### src/rtl/jtagkey_pkg.sv
`default_nettype none
// ============================================================================
// Module   : jtagkey_pkg
// Purpose  : Shared state encodings, default parameters and a width helper
//            for the jtagkey_buf_v3 target buffer controller.
// Revision : 3.0
// ============================================================================
package jtagkey_pkg;

  localparam int c_def_n_out       = 4;
  localparam int c_def_n_in        = 3;
  localparam int c_def_rst_stretch = 16;
  localparam int c_def_deb_cycles  = 8;
  localparam int c_def_st_settle   = 4;

  typedef enum logic [1:0] {
    IDLE   = 2'd0,
    ASSERT = 2'd1,
    HOLD   = 2'd2
  } rst_state_t;

  typedef enum logic [1:0] {
    ST_IDLE  = 2'd0,
    ST_DRIVE = 2'd1,
    ST_CHECK = 2'd2,
    ST_DONE  = 2'd3
  } st_state_t;

  // Bits needed to hold values 0..value-1; returns at least 1.
  function automatic int clog2(input int value);
    int r;
    r = 0;
    while ((1 << r) < value) r = r + 1;
    return (r < 1) ? 1 : r;
  endfunction

endpackage
`default_nettype wire

### src/rtl/jtag_rst_stretch.sv
`default_nettype none
// ============================================================================
// Module   : jtag_rst_stretch
// Purpose  : Open-drain reset line driver guaranteeing a minimum pulse of
//            RST_STRETCH clocks for any request.
// Revision : 3.0
// ============================================================================
module jtag_rst_stretch
  import jtagkey_pkg::*;
#(
  parameter int RST_STRETCH = c_def_rst_stretch
) (
  input  logic clk,
  input  logic rst_n,
  input  logic req,
  output logic drv
);

  localparam int                c_cnt_w = clog2(RST_STRETCH);
  localparam logic [c_cnt_w-1:0] c_load = c_cnt_w'(RST_STRETCH - 1);

  rst_state_t         r_state;
  rst_state_t         w_state_nxt;
  logic [c_cnt_w-1:0] r_cnt;
  logic [c_cnt_w-1:0] w_cnt_nxt;
  logic               r_req;

  always_ff @(posedge clk or negedge rst_n) begin
    if (!rst_n) begin
      r_state <= IDLE;
      r_cnt   <= '0;
      r_req   <= 1'b0;
    end else begin
      r_state <= w_state_nxt;
      r_cnt   <= w_cnt_nxt;
      r_req   <= req;
    end
  end

  // The counter keeps running through ASSERT so a long request has already
  // satisfied the minimum width by the time it is removed.
  always_comb begin
    w_state_nxt = r_state;
    w_cnt_nxt   = r_cnt;
    case (r_state)
      IDLE: begin
        if (r_req) begin
          w_state_nxt = ASSERT;
          w_cnt_nxt   = c_load;
        end
      end
      ASSERT: begin
        if (r_cnt != '0) w_cnt_nxt = r_cnt - 1'b1;
        if (!r_req) w_state_nxt = (r_cnt == '0) ? IDLE : HOLD;
      end
      HOLD: begin
        if (r_cnt != '0) w_cnt_nxt = r_cnt - 1'b1;
        if (r_req)             w_state_nxt = ASSERT;
        else if (r_cnt == '0)  w_state_nxt = IDLE;
      end
      default: begin
        w_state_nxt = IDLE;
        w_cnt_nxt   = '0;
      end
    endcase
  end

  assign drv = (r_state != IDLE);

endmodule
`default_nettype wire

### src/rtl/jtagkey_buf_v3.sv
`default_nettype none
// ============================================================================
// Module   : jtagkey_buf_v3
// Purpose  : Bus Blaster target buffer controller: combinational JTAG path,
//            stretched nSRST/nTRST drivers, debounced target-present flag and
//            a loopback self-test built only when JTAGKEY_SELFTEST_EN is set.
// Revision : 3.0
// ============================================================================
module jtagkey_buf_v3
  import jtagkey_pkg::*;
#(
  parameter int N_OUT       = c_def_n_out,
  parameter int N_IN        = c_def_n_in,
  parameter int RST_STRETCH = c_def_rst_stretch,
  parameter int DEB_CYCLES  = c_def_deb_cycles,
  parameter int ST_SETTLE   = c_def_st_settle
) (
  input  logic                         CLK,
  input  logic                         nRST,
  input  logic                         FT_JTAG_OE,
  input  logic [N_OUT-1:0]             FT_OUT,
  output logic [N_OUT-1:0]             TGT_OUT,
  output logic [N_OUT-1:0]             TGT_OUT_OE,
  input  logic [N_IN-1:0]              TGT_IN,
  output logic [N_IN-1:0]              FT_IN,
  input  logic                         FT_nSRST_OUT,
  input  logic                         FT_nSRST_OE,
  input  logic                         FT_nTRST_OUT,
  input  logic                         FT_nTRST_OE,
  input  logic                         nSRST_IN,
  output logic                         FT_nSRST_IN,
  output logic                         nSRST_DRV,
  output logic                         nTRST_DRV,
  input  logic                         TARGET_PRESENT,
  output logic                         FT_TARGET_PRESENT,
  input  logic                         ST_START,
  output logic                         ST_BUSY,
  output logic                         ST_PASS,
  output logic                         ST_FAIL,
  output logic [clog2(2*N_OUT)-1:0]    ST_FAIL_STEP
);

  localparam int                 c_deb_w    = clog2(DEB_CYCLES + 1);
  localparam logic [c_deb_w-1:0] c_deb_last = c_deb_w'(DEB_CYCLES - 1);

  logic w_srst_req;
  logic w_trst_req;

  assign FT_IN       = TGT_IN;
  assign FT_nSRST_IN = nSRST_IN;

  // A reset request is active only when both the value and enable are low.
  assign w_srst_req = ~(FT_nSRST_OUT | FT_nSRST_OE);
  assign w_trst_req = ~(FT_nTRST_OUT | FT_nTRST_OE);

  jtag_rst_stretch #(.RST_STRETCH(RST_STRETCH)) u_srst_stretch (
    .clk   (CLK),
    .rst_n (nRST),
    .req   (w_srst_req),
    .drv   (nSRST_DRV)
  );

  jtag_rst_stretch #(.RST_STRETCH(RST_STRETCH)) u_trst_stretch (
    .clk   (CLK),
    .rst_n (nRST),
    .req   (w_trst_req),
    .drv   (nTRST_DRV)
  );

  logic               r_tp_meta;
  logic               r_tp_sync;
  logic               r_tp_out;
  logic [c_deb_w-1:0] r_deb_cnt;

  always_ff @(posedge CLK or negedge nRST) begin
    if (!nRST) begin
      r_tp_meta <= 1'b0;
      r_tp_sync <= 1'b0;
      r_tp_out  <= 1'b0;
      r_deb_cnt <= '0;
    end else begin
      r_tp_meta <= TARGET_PRESENT;
      r_tp_sync <= r_tp_meta;
      if (r_tp_sync == r_tp_out) begin
        r_deb_cnt <= '0;
      end else if (r_deb_cnt == c_deb_last) begin
        r_tp_out  <= r_tp_sync;
        r_deb_cnt <= '0;
      end else begin
        r_deb_cnt <= r_deb_cnt + 1'b1;
      end
    end
  end

  assign FT_TARGET_PRESENT = r_tp_out;

`ifdef JTAGKEY_SELFTEST_EN
  localparam int                 c_st_w        = clog2(2 * N_OUT);
  localparam logic [c_st_w-1:0]  c_last_step   = c_st_w'(2 * N_OUT - 1);
  localparam logic [c_st_w-1:0]  c_n_out_s     = c_st_w'(N_OUT);
  localparam int                 c_set_w       = clog2(ST_SETTLE);
  localparam logic [c_set_w-1:0] c_settle_last = c_set_w'(ST_SETTLE - 1);
  localparam int                 c_n_cmp       = (N_OUT < N_IN) ? N_OUT : N_IN;
  localparam logic [N_OUT-1:0]   c_one         = N_OUT'(1);

  st_state_t          r_st_state;
  st_state_t          w_st_nxt;
  logic [c_st_w-1:0]  r_step;
  logic [c_st_w-1:0]  w_step_nxt;
  logic [c_set_w-1:0] r_settle;
  logic [c_set_w-1:0] w_settle_nxt;
  logic               r_pass;
  logic               w_pass_nxt;
  logic               r_fail;
  logic               w_fail_nxt;
  logic [c_st_w-1:0]  r_fail_step;
  logic [c_st_w-1:0]  w_fail_step_nxt;
  logic [N_OUT-1:0]   w_pattern;
  logic               w_busy;
  logic               w_mismatch;

  always_ff @(posedge CLK or negedge nRST) begin
    if (!nRST) begin
      r_st_state  <= ST_IDLE;
      r_step      <= '0;
      r_settle    <= '0;
      r_pass      <= 1'b0;
      r_fail      <= 1'b0;
      r_fail_step <= '0;
    end else begin
      r_st_state  <= w_st_nxt;
      r_step      <= w_step_nxt;
      r_settle    <= w_settle_nxt;
      r_pass      <= w_pass_nxt;
      r_fail      <= w_fail_nxt;
      r_fail_step <= w_fail_step_nxt;
    end
  end

  // First half of the run walks a one, second half walks a zero.
  always_comb begin
    w_pattern = '0;
    if (r_step < c_n_out_s) w_pattern = c_one << r_step;
    else                    w_pattern = ~(c_one << (r_step - c_n_out_s));
  end

  assign w_mismatch = |(w_pattern[c_n_cmp-1:0] ^ TGT_IN[c_n_cmp-1:0]);
  assign w_busy     = (r_st_state == ST_DRIVE) || (r_st_state == ST_CHECK);

  always_comb begin
    w_st_nxt        = r_st_state;
    w_step_nxt      = r_step;
    w_settle_nxt    = r_settle;
    w_pass_nxt      = r_pass;
    w_fail_nxt      = r_fail;
    w_fail_step_nxt = r_fail_step;
    case (r_st_state)
      ST_IDLE, ST_DONE: begin
        if (ST_START) begin
          w_st_nxt        = ST_DRIVE;
          w_step_nxt      = '0;
          w_settle_nxt    = '0;
          w_pass_nxt      = 1'b0;
          w_fail_nxt      = 1'b0;
          w_fail_step_nxt = '0;
        end
      end
      ST_DRIVE: begin
        if (r_settle == c_settle_last) begin
          w_st_nxt     = ST_CHECK;
          w_settle_nxt = '0;
        end else begin
          w_settle_nxt = r_settle + 1'b1;
        end
      end
      ST_CHECK: begin
        if (w_mismatch) begin
          w_fail_nxt      = 1'b1;
          w_fail_step_nxt = r_step;
          w_st_nxt        = ST_DONE;
        end else if (r_step == c_last_step) begin
          w_pass_nxt = 1'b1;
          w_st_nxt   = ST_DONE;
        end else begin
          w_step_nxt = r_step + 1'b1;
          w_st_nxt   = ST_DRIVE;
        end
      end
      default: w_st_nxt = ST_IDLE;
    endcase
  end

  assign TGT_OUT      = w_busy ? w_pattern : FT_OUT;
  assign TGT_OUT_OE   = w_busy ? {N_OUT{1'b1}} : {N_OUT{~FT_JTAG_OE}};
  assign ST_BUSY      = w_busy;
  assign ST_PASS      = r_pass;
  assign ST_FAIL      = r_fail;
  assign ST_FAIL_STEP = r_fail_step;
`else
  logic w_unused_st_start;

  assign w_unused_st_start = ST_START;
  assign TGT_OUT           = FT_OUT;
  assign TGT_OUT_OE        = {N_OUT{~FT_JTAG_OE}};
  assign ST_BUSY           = 1'b0;
  assign ST_PASS           = 1'b0;
  assign ST_FAIL           = 1'b0;
  assign ST_FAIL_STEP      = '0;
`endif

endmodule
`default_nettype wire

### config.mk
export PLATFORM = sky130hd
export DESIGN_NAME = jtagkey_buf_v3
export DESIGN_NICKNAME = d
export VERILOG_FILES = /design/src/rtl/jtagkey_pkg.sv /design/src/rtl/jtag_rst_stretch.sv /design/src/rtl/jtagkey_buf_v3.sv
export SDC_FILE = /design/constraint.sdc
export NUM_CORES = 1
export LEC_CHECK = 0
export BUFFER_PORTS_ARGS = -buffer_cell sky130_fd_sc_hd__clkbuf_2
export CAP_MARGIN = 20
export CORE_MARGIN = 2
export CORE_UTILIZATION = 40
export CTS_CLUSTER_SIZE = 12
export DETAILED_ROUTE_END_ITERATION = 12
export PLACE_DENSITY = 0.73
export SLEW_MARGIN = 5
export SYNTH_ARGS = -nofsm -noshare
export SYNTH_HDL_FRONTEND = slang
export SYNTH_SLANG_ARGS = --single-unit
### constraint.sdc
create_clock -name CLK -period 2 [get_ports CLK]
set_input_delay 0.1 -clock CLK [delete_from_list [all_inputs] [get_ports CLK]]
set_output_delay 0.1 -clock CLK [all_outputs]
set_load 0.005 [all_outputs]
# --- Word-level counts from Yosys, hierarchy flattened ---
# Index checks and enable logic that the tools add are counted.
op_classes:
  add_sub_neg: 3
  eq_ne: 14
  n_mux: 20
  n_bitwise: 6
  reduce_logical: 15
op_table:
  columns: ["op", "count"]
  rows:
  - ["$mux 4", 6]
  - ["$mux 2", 10]
  - ["$pmux 4 s2", 2]
  - ["$pmux 2 s3", 2]
  - ["$logic_not 4->1", 2]
  - ["$ne 2x1->1 const B", 4]
  - ["$reduce_bool 4->1", 2]
  - ["$sub 4x1->4 const B", 2]
  - ["$ne 3x1->1 const B", 2]
  - ["$reduce_and 2->1", 3]
  - ["$reduce_and 3->1", 2]
  - ["$add 4x1->4 const B", 1]
  - ["$eq 2x1->1 const B", 2]
  - ["$eq 2x2->1 const B", 2]
  - ["$eq 4x3->1 const B", 1]
  - ["$logic_not 2->1", 2]
  - ["$ne 2x2->1 const B", 2]
  - ["$not 1->1", 4]
  - ["$reduce_bool 2->1", 2]
  - ["$reduce_or 2->1", 2]
  - ["$or 1x1->1", 2]
  - ["$eq 1x1->1", 1]
word_totals:
  regBits: 21
  input_bits: 17
  out_inout_bits: 21
  word_cells: 68

# --- Longest topological paths before layout ---
# Gate-level depths: netlist (run 1).
logic_depth:
  depth_word: 4
  depth_mapped: 6
  depth_no_buf: 5

# --- By module ---
# Synthesis (run 1) repeated with hierarchy kept, for this count alone.
unflattened:
  cells_unflattened: 141
  hier_area_um2: 1393.8
by_module_without_submodules:
  columns: ["mod", "instances", "cells_per_inst", "area_per_inst_um2", "seq_area_each_um2"]
  rows:
  - ["jtag_rst_stretch", 2, 50, 491.7, 175.2]
  - ["jtagkey_buf_v3", 1, 41, 410.4, 175.2]

# --- Least setup slack after synthesis (run 1) ---
# No wires, ideal clock.
synth_timing:
  path_type: "register -> register"
  startpoint: "register u_trst_stretch.r_cnt[0]"
  endpoint: "register u_trst_stretch.r_state[0]"
  setup_ps: 132
  t_arrival_ps: 1345
  t_required_ps: 1868
  path_slack_ps: 523
  stages_incl_launch_ff: 6
  n_path_buf: 0
  synth_period_minus_slack_ps: 1477
  cell_sequence: "dfrtp_1 > inv_1 > ha_1 > or3b_4 > a211oi_2 > o32ai_1"
synth_via:
  elab_chain_cells: 3
synth_rtl:
  columns: ["element", "line_no", "rtl"]
  rows:
  - ["from (decl)", "jtag_rst_stretch.sv:24", "logic [c_cnt_w-1:0] r_cnt;"]
  - ["from (signal assigned)", "jtag_rst_stretch.sv:35", "r_cnt <= w_cnt_nxt;"]
  - ["$logic_not 4->1", "jtag_rst_stretch.sv:59", "else if (r_cnt == '0) w_state_nxt = IDLE;"]
  - ["$ne 3x1->1 (no line)", null, null]
  - ["$reduce_and 3->1 (no line)", null, null]
  - ["to (signal assigned)", "jtag_rst_stretch.sv:34", "r_state <= w_state_nxt;"]
  - ["to (decl)", "jtag_rst_stretch.sv:22", "rst_state_t r_state;"]
# No other way between the ends.
# A chain may end at the register's enable or synchronous reset.

# --- Worst setup path in the final report (run 1) ---
layout_timing:
  startpoint: "register u_srst_stretch.r_cnt[0]"
  endpoint: "register u_srst_stretch.r_state[0]"
layout_via:
  elab_chain_cells: 3
layout_rtl:
  columns: ["element", "line_no"]
  rows:
  - ["from (decl)", "jtag_rst_stretch.sv:24"]
  - ["from (signal assigned)", "jtag_rst_stretch.sv:35"]
  - ["$logic_not 4->1", "jtag_rst_stretch.sv:59"]
  - ["$ne 3x1->1 (no line)", null]
  - ["$reduce_and 3->1 (no line)", null]
  - ["to (signal assigned)", "jtag_rst_stretch.sv:34"]
  - ["to (decl)", "jtag_rst_stretch.sv:22"]
# No other way between the ends.

==> results of run 1 <==
==> power groups by stage <==
| stage | clock, mW | sequential (mW) | combinational, mW |
|---|---|---|---|
| floorplan | 0 | 0.690 | 0.853 |
| global placement | 0 | 0.712 | 0.978 |
| detailed placement | 0 | 0.726 | 1.03 |
| CTS | 0.226 | 0.719 | 1.05 |
| global route | 0.245 | 0.742 | 1.21 |
| finish | 0.217 | 0.718 | 1.05 |
==> metrics by stage <==
stage / setup slack (ns) / std cells / instance area [um2] / utilization
after detailed placement: 0.387 / 183 / 1350 / 0.433
after floorplan: 0.523 / 143 / 1350 / -
after CTS: 0.362 / 193 / 1440 / 0.463
after global routing: 0.224 / 193 / 1440 / 0.463
after global placement: 0.460 / 183 / 1350 / 0.433
final: 0.357 / 193 / 1440 / 0.463
==> cell usage in the layout (no fill, tap or decap), drive strengths merged <==
master       netlist  final
nor3               3      3
ha                13     13
or3                1      1
nor4               1      1
xnor2              4      4
dfrtp             21     21
mux2i              3      3
o221ai             1      1
a41oi              1      1
nand2              6      6
a2bb2oi            2      2
o32ai              2      2
or2                1      1
nor2b              6      6
a311o              1      1
xor2               1      1
a211oi             2      2
nand4              1      1
conb               1      6
nand3              3      3
clkinvlp           0      1
clkbuf             0     17
inv               14     14
o22ai              5      5
o21ai              4      4
dlygate4sd3        0      6
a21oi              4      4
a31oi              2      2
nor2              11     11
nand2b             2      2
or3b               2      2
nand4bb            1      1
mux2               1      1
==> sequential cells by signal, summed over array words and instances, names as in the netlist <==
name,flops
u_trst_stretch.r_cnt,4
u_srst_stretch.r_state,2
r_tp_sync,1
r_deb_cnt,4
u_trst_stretch.r_req,1
r_tp_meta,1
FT_TARGET_PRESENT,1
u_srst_stretch.r_cnt,4
u_srst_stretch.r_req,1
u_trst_stretch.r_state,2
==> worst paths after layout <==
check | startpoint | endpoint | slack, ns | depth (start not counted)
setup reg to reg | u_srst_stretch.r_cnt[0] | u_srst_stretch.r_state[0] | 0.36 | 5
hold reg to reg | r_tp_meta | r_tp_sync | 0.37 | 0
max in group asynchronous | nRST | u_srst_stretch.r_cnt[2] | 1.39 | 2
setup / recovery | u_srst_stretch.r_cnt[0] | u_srst_stretch.r_state[0] | 0.36 | 5
hold / removal | TGT_IN[0] | FT_IN[0] | 0.20 | 0
min in group asynchronous | nRST | u_trst_stretch.r_cnt[2] | 0.26 | 2
==> timing repair <==
action                                  in CTS  in global routing
endpoints found under the setup margin       0                  0
buffers inserted                             0                  0
hold buffers                                 6                  0
hold endpoints to repair                    24                  0
==> final cells by class <==
class | instances | area (um2) | share of cell area
Clock buffer | 3 | 22.5 | 0.0157
Clock inverter | 1 | 7.51 | 0.00523
Inverter | 14 | 52.6 | 0.0366
Multi-Input combinational cell | 90 | 642 | 0.447
Sequential cell | 21 | 526 | 0.366
Tap cell | 44 | 55.1 | 0.0384
Timing Repair Buffer | 20 | 130 | 0.0907
==> cell families (layout without fill, tap and decap cells) <==
| family | after synthesis | in the layout | share of synthesized area |
|---|---|---|---|
| simple gates | 38 | 38 | 0.150 |
| buf+inv | 32 | 38 | 0.139 |
| compound gates | 24 | 24 | 0.129 |
| flops | 21 | 21 | 0.394 |
| fa+ha+maj | 13 | 13 | 0.122 |
| xor+xnor | 5 | 5 | 0.0328 |
| mux | 4 | 4 | 0.0310 |
| other cells | 1 | 6 | 0.00281 |
==> worst max-delay path: stages (launching register included) <==
cell      delay, ns
dfrtp_1        0.40
inv_1          0.13
ha_1           0.21
or3b_1         0.41
a211oi_2       0.27
o32ai_1        0.11
==> metal layers <==
layer / global-route usage / up-vias / share of wire
li1: - / 473 / -
met1: 0.164 / 460 / 0.44
met2: 0.260 / 24 / 0.50
met3: 0.0476 / 4 / 0.054
met4: 0.0122 / 0 / 0.0044
met5: 0 / - / 0
==> impl_metrics.xml, run 1 <==
<?xml version="1.0" encoding="UTF-8"?>
<metrics>
  <group name="layout">
    <metric name="nNetsFinal" unit="">180</metric>
    <metric name="layout.filler_cells" unit="">292</metric>
    <metric name="drive_above_1_share" unit="">0.154</metric>
    <metric name="area_growth" unit="%">7.60</metric>
    <metric name="num_antenna_cells" unit="">0</metric>
  </group>
  <group name="route">
    <metric name="count_of_nets_left_with_antenna_violations_after_detail_routing" unit="">0</metric>
    <metric name="drt-initial-drc-count" unit="">42</metric>
    <metric name="drt_pass1_iterations" unit="">5</metric>
    <metric name="vias" unit="">961</metric>
    <metric name="post_drt_via_cell_ratio" unit="">4.98</metric>
    <metric name="wl" unit="um">2280</metric>
    <metric name="remaining_drc_errors" unit="">0</metric>
    <metric name="routed_wire_length_per_instance" unit="um">11.8</metric>
  </group>
  <group name="die">
    <metric name="dieWidth" unit="um">61.7</metric>
    <metric name="io-pin-count" unit="">38</metric>
    <metric name="die_height" unit="um">61.7</metric>
    <metric name="start_util" unit="">0.430</metric>
    <metric name="core" unit="um2">3100</metric>
    <metric name="fp-row-count" unit="">20</metric>
    <metric name="dieArea" unit="um2">3810</metric>
  </group>
  <group name="synthesis">
    <metric name="synthDominantCellAreaShare" unit="">0.394</metric>
    <metric name="yosysUniqueCellTypes" unit="">34</metric>
    <metric name="post-synth-top-count-cell" unit="">dfrtp_1</metric>
    <metric name="avgSynthCellArea" unit="um2">9.67</metric>
    <metric name="synthFlopType" unit="">dfrtp_1</metric>
    <metric name="synth_commonest_cells" unit="">dfrtp_1, buf_4, inv_1, ha_1, nor2_1</metric>
    <metric name="post_synth_main_area_contributors" unit="">dfrtp_1, ha_1, buf_4, inv_1, nor2_1</metric>
    <metric name="yosys_warnings" unit="">0</metric>
    <metric name="synth_enable_flop_cells" unit="">0</metric>
    <metric name="synth_sequential_area_ratio" unit="">0.394</metric>
    <metric name="yosys_register_bits" unit="">21</metric>
    <metric name="netlist_area" unit="um2">1330</metric>
    <metric name="netlist.top_cell.by_area" unit="">dfrtp_1</metric>
    <metric name="async_flop_share" unit="">1.00</metric>
    <metric name="synth_cells" unit="">138</metric>
  </group>
  <group name="grt">
    <metric name="grt_overflow_total" unit="">0</metric>
    <metric name="grt_start_max_net_pins" unit="">22</metric>
    <metric name="first_global_vias" unit="">979</metric>
    <metric name="grt_antenna_before_repair" unit="">0</metric>
    <metric name="wire_length_of_the_first_global_routing_pass" unit="um">4060</metric>
    <metric name="globalRouteTotalUtil" unit="">0.141</metric>
  </group>
  <group name="timing">
    <metric name="totalNegativeSetupSlack" unit="ns">0</metric>
    <metric name="finClkSkew" unit="ns">0.00433</metric>
    <metric name="max_slew.worst_pin.slew" unit="ns">0.516</metric>
    <metric name="slew-limit-headroom" unit="">0.656</metric>
    <metric name="setup_violations" unit="">0</metric>
    <metric name="hold_violations" unit="">0</metric>
    <metric name="timing.final.crit_share" unit="">0.822</metric>
    <metric name="fmax" unit="GHz">0.609</metric>
    <metric name="hold_slack" unit="ns">0.200</metric>
    <metric name="period_needed" unit="ns">1.64</metric>
    <metric name="unrepaired_setup_endpoints_after_global_routing" unit="">false</metric>
    <metric name="final-max-slew-violation-count" unit="">0</metric>
  </group>
  <group name="power_and_ir_drop">
    <metric name="switching_power" unit="mW">0.848</metric>
    <metric name="totalPowerFinal" unit="mW">1.98</metric>
    <metric name="seq_power_share" unit="">0.362</metric>
    <metric name="ir_drop" unit="uV">644</metric>
    <metric name="power_density" unit="nW/um2">1380</metric>
    <metric name="pwr-share-clk" unit="">0.109</metric>
    <metric name="net_switching_share_of_the_total_power" unit="">0.427</metric>
    <metric name="comb_power_frac" unit="">0.529</metric>
    <metric name="p_leak" unit="nW">0.694</metric>
    <metric name="power.internal" unit="mW">1.14</metric>
  </group>
  <group name="place">
    <metric name="gp_congestion" unit="">0.862</metric>
    <metric name="hpwl" unit="um">1740</metric>
    <metric name="place.port_buffers" unit="">14</metric>
  </group>
  <group name="worst_setup_path">
    <metric name="critical_path_required" unit="ns">2.20</metric>
    <metric name="crit_type" unit="">register to register</metric>
    <metric name="worstPathMaxFanout" unit="">5</metric>
    <metric name="category_of_the_worst_setup_path_capture_point" unit="">register</metric>
    <metric name="timing.critical_path.arrival" unit="ns">1.84</metric>
    <metric name="setup.worst_path.start_class" unit="">register</metric>
  </group>
  <group name="clock_network">
    <metric name="root_buf_cell" unit="">clkbuf_4</metric>
    <metric name="numCtsBuffers" unit="">3</metric>
    <metric name="clock_tree_from_tritoncts" unit="">built</metric>
    <metric name="cts_htree_levels" unit="">1</metric>
    <metric name="clk_transition_reported_paths" unit="ns">0.13</metric>
    <metric name="cts.sinks" unit="">21</metric>
    <metric name="ctsLongestPathBuffers" unit="">2</metric>
    <metric name="clock_insertion_delay_worst_skew" unit="ns">0.31</metric>
    <metric name="post_cts_resize_count" unit="">0</metric>
  </group>
  <group name="flow_run">
    <metric name="drv.max_cap_violation_count" unit="">0</metric>
  </group>
  <group name="status">
    <metric name="outcome" unit="">finished, final reports clean</metric>
  </group>
  <group name="hold_path">
    <metric name="min-delay-path-class" unit="">input port to output port</metric>
  </group>
</metrics>
Note: power is estimated with default switching activity, not from simulation.
==> run 2: changes to the inputs <==
- PLACE_DENSITY: 0.73 -> 0.76
- clock period: 2 -> 1.4 ns (I/O delays scaled with it)
==> impl_metrics.xml, run 2 (synthesis gave the netlist of run 1 again) <==
<?xml version="1.0" encoding="UTF-8"?>
<metrics>
  <group name="route">
    <metric name="wl_met2" unit="um">1340</metric>
    <metric name="routed_wire_length_per_instance" unit="um">12.4</metric>
    <metric name="remaining_drc_errors" unit="">0</metric>
    <metric name="met3WireLength" unit="um">113</metric>
    <metric name="post_drt_via_cell_ratio" unit="">4.89</metric>
    <metric name="wl_met1" unit="um">1140</metric>
    <metric name="wl" unit="um">2630</metric>
    <metric name="drt_pass1_iterations" unit="">4</metric>
    <metric name="count_of_nets_left_with_antenna_violations_after_detail_routing" unit="">0</metric>
    <metric name="drt-initial-drc-count" unit="">11</metric>
    <metric name="vias" unit="">1036</metric>
    <metric name="top_layer_used" unit="">met4</metric>
  </group>
  <group name="worst_setup_path">
    <metric name="worstPathMaxFanout" unit="">4</metric>
    <metric name="timing.critical_path.buf_inv" unit="">1</metric>
    <metric name="timing.critical_path.max_delay_family" unit="">flip-flops</metric>
    <metric name="cp_slowest_stage_delay" unit="ns">0.41</metric>
    <metric name="worstPathCellList" unit="">inv_2 -&gt; ha_4 -&gt; or3b_4 -&gt; a211oi_4 -&gt; o32ai_1</metric>
    <metric name="crit_type" unit="">register to register</metric>
    <metric name="setup.worst_path.start_class" unit="">register</metric>
    <metric name="critical_path_required" unit="ns">1.59</metric>
    <metric name="crit_slowest_cell" unit="">dfrtp_1</metric>
    <metric name="category_of_the_worst_setup_path_capture_point" unit="">register</metric>
    <metric name="timing.critical_path.arrival" unit="ns">1.70</metric>
  </group>
  <group name="clock_network">
    <metric name="clk_transition_reported_paths" unit="ns">0.11</metric>
    <metric name="clock_insertion_delay_worst_skew" unit="ns">0.30</metric>
    <metric name="root_buf_cell" unit="">clkbuf_4</metric>
    <metric name="ctsLongestPathBuffers" unit="">2</metric>
    <metric name="cts.sinks" unit="">21</metric>
    <metric name="cts_htree_levels" unit="">1</metric>
    <metric name="clock_tree_from_tritoncts" unit="">built</metric>
    <metric name="numCtsBuffers" unit="">3</metric>
  </group>
  <group name="power_and_ir_drop">
    <metric name="switching_power" unit="mW">1.45</metric>
    <metric name="seq_power_share" unit="">0.288</metric>
    <metric name="power.internal" unit="mW">2.10</metric>
    <metric name="ir_drop" unit="uV">1080</metric>
    <metric name="power_density" unit="nW/um2">2110</metric>
    <metric name="pwr-share-clk" unit="">0.080</metric>
    <metric name="net_switching_share_of_the_total_power" unit="">0.408</metric>
    <metric name="p_leak" unit="nW">0.803</metric>
    <metric name="comb_power_frac" unit="">0.632</metric>
  </group>
  <group name="layout">
    <metric name="most-common-layout-cells" unit="">dfrtp_1, buf_4, clkbuf_2</metric>
    <metric name="final_core_utilization" unit="">0.544</metric>
    <metric name="layoutNonFillerInstCount" unit="">212</metric>
    <metric name="mostFrequentLayoutCell" unit="">dfrtp_1</metric>
    <metric name="area_growth" unit="%">26.5</metric>
    <metric name="drive_above_1_share" unit="">0.369</metric>
    <metric name="largestRegisters" unit="">r_deb_cnt: 4 flops, u_srst_stretch.r_cnt: 4 flops, u_trst_stretch.r_cnt: 4 flops</metric>
    <metric name="nNetsFinal" unit="">199</metric>
    <metric name="num_antenna_cells" unit="">0</metric>
  </group>
  <group name="timing">
    <metric name="hold_slack" unit="ns">0.140</metric>
    <metric name="slew-limit-headroom" unit="">0.666</metric>
    <metric name="fmax" unit="GHz">0.662</metric>
    <metric name="period_needed" unit="ns">1.51</metric>
    <metric name="setup_violations" unit="">6</metric>
    <metric name="finClkSkew" unit="ns">0.00177</metric>
    <metric name="timing.final.crit_share" unit="">1.08</metric>
    <metric name="unrepaired_setup_endpoints_after_global_routing" unit="">true</metric>
    <metric name="hold_violations" unit="">0</metric>
    <metric name="max_slew.worst_pin.slew" unit="ns">0.501</metric>
    <metric name="final-max-slew-violation-count" unit="">0</metric>
    <metric name="fin_ws" unit="ns">-0.110</metric>
  </group>
  <group name="place">
    <metric name="place_worst_setup_slack" unit="ns">-0.0621</metric>
    <metric name="place.detailed.instances" unit="">193</metric>
    <metric name="hpwl" unit="um">1790</metric>
    <metric name="gp_congestion" unit="">0.792</metric>
    <metric name="place.port_buffers" unit="">14</metric>
  </group>
  <group name="grt">
    <metric name="grt_overflow_total" unit="">0</metric>
    <metric name="first_global_vias" unit="">1031</metric>
    <metric name="wire_length_of_the_first_global_routing_pass" unit="um">4280</metric>
    <metric name="globalRouteTotalUtil" unit="">0.149</metric>
    <metric name="grt_antenna_before_repair" unit="">0</metric>
    <metric name="grt_start_max_net_pins" unit="">22</metric>
  </group>
  <group name="die">
    <metric name="fp-row-count" unit="">20</metric>
    <metric name="io-pin-count" unit="">38</metric>
    <metric name="start_util" unit="">0.430</metric>
    <metric name="core" unit="um2">3100</metric>
    <metric name="dieWidth" unit="um">61.7</metric>
    <metric name="dieArea" unit="um2">3810</metric>
    <metric name="die_height" unit="um">61.7</metric>
  </group>
  <group name="status">
    <metric name="failed_checks" unit="">setup timing</metric>
    <metric name="outcome" unit="">finished with violations</metric>
  </group>
  <group name="flow_run">
    <metric name="drv.max_cap_violation_count" unit="">0</metric>
  </group>
  <group name="hold_path">
    <metric name="min-delay-path-class" unit="">input port to output port</metric>
  </group>
</metrics>
## run 2: per-layer routing
| metal | GRT usage | vias to the layer above |
|---|---|---|
| li1 | - | 512 |
| met1 | 0.180 | 488 |
| met2 | 0.269 | 30 |
| met3 | 0.0248 | 6 |
| met4 | 0.0486 | 0 |
| met5 | 0 | - |
## run 2: final cells by class
cell class | count | area [um2]
Clock inverter | 1 | 5.00
Tap cell | 44 | 55.1
Multi-Input combinational cell | 90 | 749
Timing Repair Buffer | 39 | 277
Inverter | 14 | 52.6
Fill cell | 284 | 1420
Sequential cell | 21 | 526
Clock buffer | 3 | 22.5
## run 2: power by group through the flow
stage	Clock [mW]	Combinational, mW	Sequential (mW)
2_1_floorplan	0	1.28	0.997
3_3_place_gp	0	1.66	1.01
3_5_place_dp	0	1.75	1.03
4_1_cts	0.295	1.94	1.01
5_1_grt	0.321	2.49	1.05
6_report	0.284	2.25	1.02
## run 2: final timing paths
path,cells past startpoint,start,to,slack (ns)
setup / recovery,5,u_trst_stretch.r_cnt[0],u_trst_stretch.r_state[0],-0.11
hold / removal,0,TGT_IN[0],FT_IN[0],0.14
setup reg to reg,5,u_trst_stretch.r_cnt[0],u_trst_stretch.r_state[0],-0.11
hold reg to reg,0,r_tp_meta,r_tp_sync,0.37
max in group asynchronous,2,nRST,u_trst_stretch.r_cnt[1],0.82
min in group asynchronous,2,nRST,FT_TARGET_PRESENT,0.25
## run 2: repair_timing
action	in CTS	in global routing
gates resized for setup	5	12
buffers inserted	3	6
gates cloned	0	0
hold buffers	6	0
pin swaps	4	12
hold endpoints to repair	24	0
setup endpoints to repair	10	13
## run 2: through the flow
stage | area (um2) | setup TNS (ns) | power [mW]
after CTS | 1590 | -0.167 | 3.25
after floorplan | 1390 | -0.0203 | 2.28
after detailed placement | 1450 | -0.156 | 2.77
after global routing | 1690 | -0.908 | 3.86
after global placement | 1450 | -0.0197 | 2.66
final | 1690 | -0.319 | 3.55
